===== config.mk =====
export PLATFORM = sky130hd
export DESIGN_NAME = ramworks_slot_arb
export DESIGN_NICKNAME = d
export VERILOG_FILES = /design/src/rtl/ramworks_slot_arb.sv
export SDC_FILE = /design/constraint.sdc
export NUM_CORES = 1
export LEC_CHECK = 0
export CORE_AREA = 4 4 63 65
export CTS_BUF_LIST = sky130_fd_sc_hd__clkbuf_2
export CTS_CLUSTER_SIZE = 24
export DETAILED_ROUTE_END_ITERATION = 12
export DIE_AREA = 0 0 67 69
export PLACE_DENSITY = 0.68
export SLEW_MARGIN = 25
export SYNTH_ARGS = -nofsm -noshare
export SYNTH_HDL_FRONTEND = slang
export SYNTH_SLANG_ARGS = --single-unit
export TNS_END_PERCENT = 5

===== constraint.sdc =====
create_clock -name C14M -period 2.2 [get_ports C14M]
set_clock_uncertainty 0.15 [all_clocks]
set_input_delay 0.44 -clock C14M [delete_from_list [all_inputs] [get_ports C14M]]
set_output_delay 0.44 -clock C14M [all_outputs]
set_load 0.02 [all_outputs]

===== src/rtl/ramworks_slot_arb.sv =====
// ramworks_slot_arb
// ------------------------------------------------------------------
// Hands out the auxiliary DRAM slots of an Apple II RamWorks-style card.
// The high half of PHI1 is the video slot and the low half is the CPU slot.
// Each detected slot edge produces one registered, one-hot grant that is
// GLEN cycles wide. The grant goes to the CPU, to video, to refresh, or to
// no one. A free-running prescaler counts refresh debt, and video slots pay
// that debt back when no video fetch needs the slot, or always once the debt
// is urgent.
//
// Optional feature macro: REF_BURST_EN
//   Defined   : an idle CPU slot (nEN80 high) with debt pending is used
//               for refresh as well.
//   Undefined : refresh happens in video slots only.
//
// Parameters
//   REF_DIV : C14M cycles per refresh tick
//   URGENT  : debt level at which refresh pre-empts a video fetch
//   GLEN    : grant pulse width in C14M cycles
//
// Ports
//   C14M     in   14 MHz clock; every register updates on its rising edge
//   nRESET   in   asynchronous active-low reset
//   PHI1     in   CPU phase 1, asynchronous to C14M
//   nEN80    in   active-low CPU request for auxiliary DRAM
//   VidEN    in   auxiliary video fetch wanted in the video slot
//   GntCPU   out  CPU slot grant
//   GntVid   out  video slot grant
//   GntRef   out  refresh grant
//   RefRow   out  [7:0] next refresh row
//   RefDebt  out  [2:0] pending refresh count (saturates at 7)
//   RefOvf   out  sticky: a tick arrived while the debt was already 7
//   SlotPh   out  current half, 1 = video, 0 = CPU
// ------------------------------------------------------------------
module ramworks_slot_arb #(
  parameter int REF_DIV = 224,
  parameter int URGENT  = 4,
  parameter int GLEN    = 5
) (
  input  logic       C14M,
  input  logic       nRESET,
  input  logic       PHI1,
  input  logic       nEN80,
  input  logic       VidEN,
  output logic       GntCPU,
  output logic       GntVid,
  output logic       GntRef,
  output logic [7:0] RefRow,
  output logic [2:0] RefDebt,
  output logic       RefOvf,
  output logic       SlotPh
);

  localparam int PRE_W = (REF_DIV > 1) ? $clog2(REF_DIV) : 1;
  localparam int GW    = (GLEN > 1) ? $clog2(GLEN + 1) : 1;
  localparam logic [PRE_W-1:0] PRE_TC = PRE_W'(REF_DIV - 1);
  localparam logic [GW-1:0]    GLEN_LD = GW'(GLEN - 1);
  localparam logic [2:0]       URG = 3'(URGENT);

  typedef struct packed {
    logic cpu;
    logic vid;
    logic rfsh;
  } gnt_t;

  // PHI1 synchronizer plus history flop
  logic r_s1, r_s2, r_s3;
  logic w_edge;

  logic [PRE_W-1:0] r_pre;
  logic             w_tick;

  logic [7:0] r_row;
  logic [2:0] r_debt;
  logic       r_ovf;
  logic       r_slot;

  gnt_t          r_gnt;
  gnt_t          w_dec;
  logic [GW-1:0] r_glen;

  logic w_pend;
  logic w_urgent;
  logic w_take;

  always_ff @(posedge C14M or negedge nRESET) begin
    if (!nRESET) begin
      r_s1 <= 1'b0;
      r_s2 <= 1'b0;
      r_s3 <= 1'b0;
    end else begin
      r_s1 <= PHI1;
      r_s2 <= r_s1;
      r_s3 <= r_s2;
    end
  end

  // A slot edge is visible the cycle after PHI1 reaches s2, so the decision
  // is registered two edges after PHI1 was first captured in s1.
  assign w_edge = r_s2 ^ r_s3;

  // ------------------------------------------------------------------
  // Refresh prescaler
  // ------------------------------------------------------------------
  assign w_tick = (r_pre == PRE_TC);

  always_ff @(posedge C14M or negedge nRESET) begin
    if (!nRESET)     r_pre <= '0;
    else if (w_tick) r_pre <= '0;
    else             r_pre <= r_pre + PRE_W'(1);
  end

  // ------------------------------------------------------------------
  // Slot decision. The inputs are sampled only at the decision edge.
  // A refresh decision always needs a nonzero debt, so the debt cannot
  // underflow even if URGENT is set to 0.
  // ------------------------------------------------------------------
  assign w_pend   = (r_debt != 3'd0);
  assign w_urgent = w_pend && (r_debt >= URG);

  always_comb begin
    w_dec = '0;
    if (r_s2) begin
      if (w_urgent)    w_dec.rfsh = 1'b1;
      else if (VidEN)  w_dec.vid  = 1'b1;
      else if (w_pend) w_dec.rfsh = 1'b1;
    end else begin
      if (!nEN80)      w_dec.cpu  = 1'b1;
`ifdef REF_BURST_EN
      else if (w_pend) w_dec.rfsh = 1'b1;
`endif
    end
  end

  assign w_take = w_edge & w_dec.rfsh;

  // ------------------------------------------------------------------
  // Grant pulse: it is loaded on each slot edge and runs for GLEN cycles.
  // A new edge reloads it directly, so no gap cycle appears between grants.
  // ------------------------------------------------------------------
  always_ff @(posedge C14M or negedge nRESET) begin
    if (!nRESET) begin
      r_gnt  <= '0;
      r_glen <= '0;
    end else if (w_edge) begin
      r_gnt  <= w_dec;
      r_glen <= GLEN_LD;
    end else if (r_gnt != '0) begin
      if (r_glen == '0) r_gnt  <= '0;
      else              r_glen <= r_glen - GW'(1);
    end
  end

  always_ff @(posedge C14M or negedge nRESET) begin
    if (!nRESET)     r_slot <= 1'b0;
    else if (w_edge) r_slot <= r_s2;
  end

  // ------------------------------------------------------------------
  // Refresh debt and row. If a tick and a refresh land on the same edge,
  // they cancel out, so the overflow check is skipped for that case.
  // ------------------------------------------------------------------
  always_ff @(posedge C14M or negedge nRESET) begin
    if (!nRESET) begin
      r_debt <= 3'd0;
      r_ovf  <= 1'b0;
    end else begin
      case ({w_tick, w_take})
        2'b10: begin
          if (r_debt == 3'd7) r_ovf  <= 1'b1;
          else                r_debt <= r_debt + 3'd1;
        end
        2'b01:   r_debt <= r_debt - 3'd1;
        default: r_debt <= r_debt;
      endcase
    end
  end

  always_ff @(posedge C14M or negedge nRESET) begin
    if (!nRESET)     r_row <= 8'd0;
    else if (w_take) r_row <= r_row + 8'd1;
  end

  assign GntCPU  = r_gnt.cpu;
  assign GntVid  = r_gnt.vid;
  assign GntRef  = r_gnt.rfsh;
  assign RefRow  = r_row;
  assign RefDebt = r_debt;
  assign RefOvf  = r_ovf;
  assign SlotPh  = r_slot;

endmodule


==> results by stage <==
Logic synthesis:
- The commonest cells after synthesis are dfrtp_1, xnor2_1, nor2_1, nand2_1, nand3_1.
- The top cell type by area accounts for 56.23% of the synthesized area.
- The async set or reset register ratio after synthesis is 100.0%.
- The synthesized cell area is 1335 sq um.
- dfrtp_1 takes more of the synthesized area than any other cell.
- Among all cell types in the netlist, the one instantiated most often is dfrtp_1.
- The synthesized instance count is 115.
- The average instance in the mapped netlist occupies 11.61 sq um.
- The number of enable-type register cells in the synthesized netlist is 0.
- For this run, the number of Yosys warnings is 0.
- The post-synthesis sequential area ratio is 56.23%.
- Counting flops and latches in the post-synthesis netlist gives 30.
- The number of nets in the synthesized netlist is 125.
- After synthesis, the netlist uses 30 different library cells.
- By area the synthesized netlist is led by dfrtp_1, xnor2_1, xor2_1.
- The main flop type after synthesis is dfrtp_1.

Layout:
- The number of antenna diodes in the final layout is 0.
- The total non-filler cell area in the finished layout is 1755 sq um.
- The total number of nets in the final design is 162.
- The filler cell count in the final layout is 306.
- Excluding fillers, the count of instances in the completed layout stands at 199.
- Relative to the synthesized area, the layout overhead comes to 31.49%.
- The fraction of final layout cells sized beyond drive strength 1 is 17.65%.

CTS:
- At the later pin of the worst-skew pair, clock insertion delay measures 0.36 ns.
- Clock tree synthesis found a total of 30 sinks.
- The clock root buffer is clkbuf_2.
- The clock passes through at most 2 buffers.
- The number of H-tree branching levels is 2.
- The clock tree from TritonCTS is done.
- In this run, CTS created clock tree buffers numbering 5.
- Clock-pin slew was measured on the worst setup and hold paths at 0.14 ns.
- For this design, the CTS-stage hold fixing added 0 buffers.

Status:
- The run finished with clean final reports.

Worst setup path:
- The required arrival time at the worst endpoint is 2.33 ns.
- The setup check on the worst reg-to-reg path leaves a slack of 0.06 ns.
- The worst register-to-register path begins at r_pre[1]$_DFF_PN0_.
- The worst setup path is of the flop to flop kind.
- The reg-to-reg critical path endpoint is RefDebt[2]$_DFFE_PN0P_.
- The critical path launch point type is a flop.
- For this run, the slowest stage of the critical path takes 0.41 ns.
- The master of the slowest instance on the critical path is dfrtp_1.
- The element type at the critical path end is a flop.
- The signal on the critical path passes through ha_2, and4_1, and4b_1, nand2b_4, fa_2, o31ai_2, xor2_1.
- The worst register-to-register path has a depth of 7.
- Data on the critical path arrives at its endpoint at 2.26 ns.
- The highest fanout seen on the critical path is 2.

GRT:
- The first-pass GRT wire length is 4.250 mm.
- The initial antenna violation count is 0.
- The number of global-route vias before repair is 953.
- The total routing resource utilization after global routing is 12.14%.
- Entering global routing, the biggest net connects 31 pins.
- The aggregate global routing overflow is 0.

Die:
- The floorplan has 21 rows.
- The core region is 3337 sq um.
- The die covers 4623 sq um.
- The starting density of the core is 40.01%.
- The number of ports placed on the die boundary is 21.
- The x dimension of the die is 67 um.
- Measured along the y axis, the die boundary spans 69 um.

Timing:
- Derived from the worst setup path, the maximum achievable clock frequency is 467.9 MHz.
- The worst hold slack is 0.2282 ns.
- The number of setup violations in the final report is 0.
- Headroom to the max-slew limit came out at 75.49%.
- The setup slack after layout is 0.06279 ns.
- In the final timing run, aggregate negative setup slack is 0 ns.
- The count of pins over their slew limit is 0.
- The final critical path takes up 97.15% of the cycle.
- Setup repair after global routing could not meet its margin everywhere.
- For the pin with the worst max-slew slack, the measured transition is 0.3676 ns.
- The shortest clock period the worst path allows after layout is 2.137 ns.
- The final hold violation count is 0.

Routing:
- The final route contains 933 vias.
- The routed wire length is 2.409 mm.
- The number of nets still failing antenna checks after routing is 0.
- The count of TritonRoute iterations in the first routing pass is 4.
- The number of remaining DRC errors is 0.
- The routed wire length per instance is 12.11 um.
- The initial DRC count is 22.
- Dividing the detail-routed via count by the number of cells gives 4.688.

Place:
- The total cell area at the placement stage is 1655 sq um.
- Once placement completed, the tool counted placed cells totaling 188.
- The final weighted congestion in routability-driven placement is 0.8079.
- The HPWL after detailed placement is 1.822 mm.
- Timing analysis after detailed placement gives a worst setup slack of -0.2915 ns.
- Input and output buffers added on the ports amount to 20.

Min path:
- The min-delay analysis places its worst path in the category flop to flop.
- The worst hold path was traced through 0 stages.
- The worst min-delay path startpoint is r_s1$_DFF_PN0_.
- For hold timing, the worst endpoint is r_s2$_DFF_PN0_.

Job:
- The number of max-cap violations is 0.

Pwr:
- In this run the power density over the cells is 1059 nW/um^2.
- The maximum ir drop on the vdd rail is 0.5041 mV.
- The analysis attributes to cell leakage a power of 0.7672 nW.
-- layer usage --
layer | share of wire [%] | global-route usage, % | vias up | wire length (um)
li1 | - | - | 462 | -
met1 | 43 | 14.06 | 449 | 1042
met2 | 50 | 19.32 | 15 | 1207
met3 | 4.9 | 5.357 | 7 | 117
met4 | 1.7 | 4.730 | 0 | 42
met5 | 0 | 0 | - | 0
-- worst max-delay path: cells and delay by family, from the launching register on --
kind,cells,cell delay (ns)
AOI/OAI and AO/OA,1,0.24
xor gates and xnor gates,1,0.19
adders and majority gates,2,0.56
DFF,1,0.41
and+or+nand+nor,3,0.52
-- registers in the layout (all words and copies together) (netlist names) --
| name | count |
|---|---|
| RefRow | 8 |
| r_pre | 8 |
| RefDebt | 3 |
| r_glen | 3 |
| GntCPU | 1 |
| GntRef | 1 |
| GntVid | 1 |
| RefOvf | 1 |
| SlotPh | 1 |
| r_s1 | 1 |
| r_s2 | 1 |
| r_s3 | 1 |
-- how the worst max path moves through the flow --
stage,start,end
after global routing,r_pre[1]$_DFF_PN0_,RefDebt[2]$_DFFE_PN0P_
after global placement,VidEN,RefDebt[2]$_DFFE_PN0P_
after detailed placement,VidEN,RefDebt[2]$_DFFE_PN0P_
after floorplan,r_pre[0]$_DFF_PN0_,RefDebt[2]$_DFFE_PN0P_
after CTS,r_pre[0]$_DFF_PN0_,RefDebt[2]$_DFFE_PN0P_
final,r_pre[1]$_DFF_PN0_,RefDebt[2]$_DFFE_PN0P_
-- where the power goes --
part	internal, W	switching, W
clock	0.000189	0.000184
sequential	0.000670	0.000123
combinational	0.000345	0.000349
-- timing repair --
action,CTS,global route
setup buffers,0,3
endpoints found under the setup margin,1,1
pin swaps,1,4
resized for setup,1,2
-- kinds of logic (layout without fill, tap and decap cells) --
group,after synthesis,after routing,synth area share (%)
AND/OR/NAND/NOR,41,41,17.24
flip-flops,30,30,56.23
XOR/XNOR,16,16,10.50
AO/OA/AOI/OAI,12,12,5.623
buffers and inverters,7,45,1.968
adder cells (fa/ha/maj),6,6,5.998
multiplexers,3,3,2.437
-- through the flow --
stage / utilization [%] / power [W]
finish: 52.61 / 0.001860
floorplan: - / 0.001204
detailed placement: 49.61 / 0.001508
global placement: 49.61 / 0.001466
global route: 52.61 / 0.001996
CTS: 51.63 / 0.001891
-- cell usage in the layout, fill, tap and decap left out, types with 2 or more instances in the layout --
cell,synthesis,layout
o21ai_0,4,4
xnor2_1,10,10
nor3_1,2,2
buf_4,0,11
nand2_1,8,8
nand3_1,7,7
nand4_1,2,2
and3_1,2,2
ha_1,4,3
nor2_1,9,9
mux2_2,2,2
clkinv_2,0,2
and4_1,2,2
clkdlybuf4s50_1,0,20
nor2b_1,2,2
dfrtp_1,30,29
nand2b_1,4,3
inv_1,6,6
xor2_1,6,6
clkbuf_2,0,5
-- area by class of cell --
cell class | instances | area, sq um | share of cell area (%)
clock inverters | 3 | 40.04 | 2.281
repair buffers | 31 | 282.8 | 16.11
well taps | 46 | 57.56 | 3.279
inverters | 6 | 22.52 | 1.283
multi-input cells | 78 | 575.6 | 32.79
flip-flops and latches | 30 | 752.0 | 42.84
clock buffers | 5 | 25.02 | 1.426
Note: power is estimated with default switching activity, not from simulation.
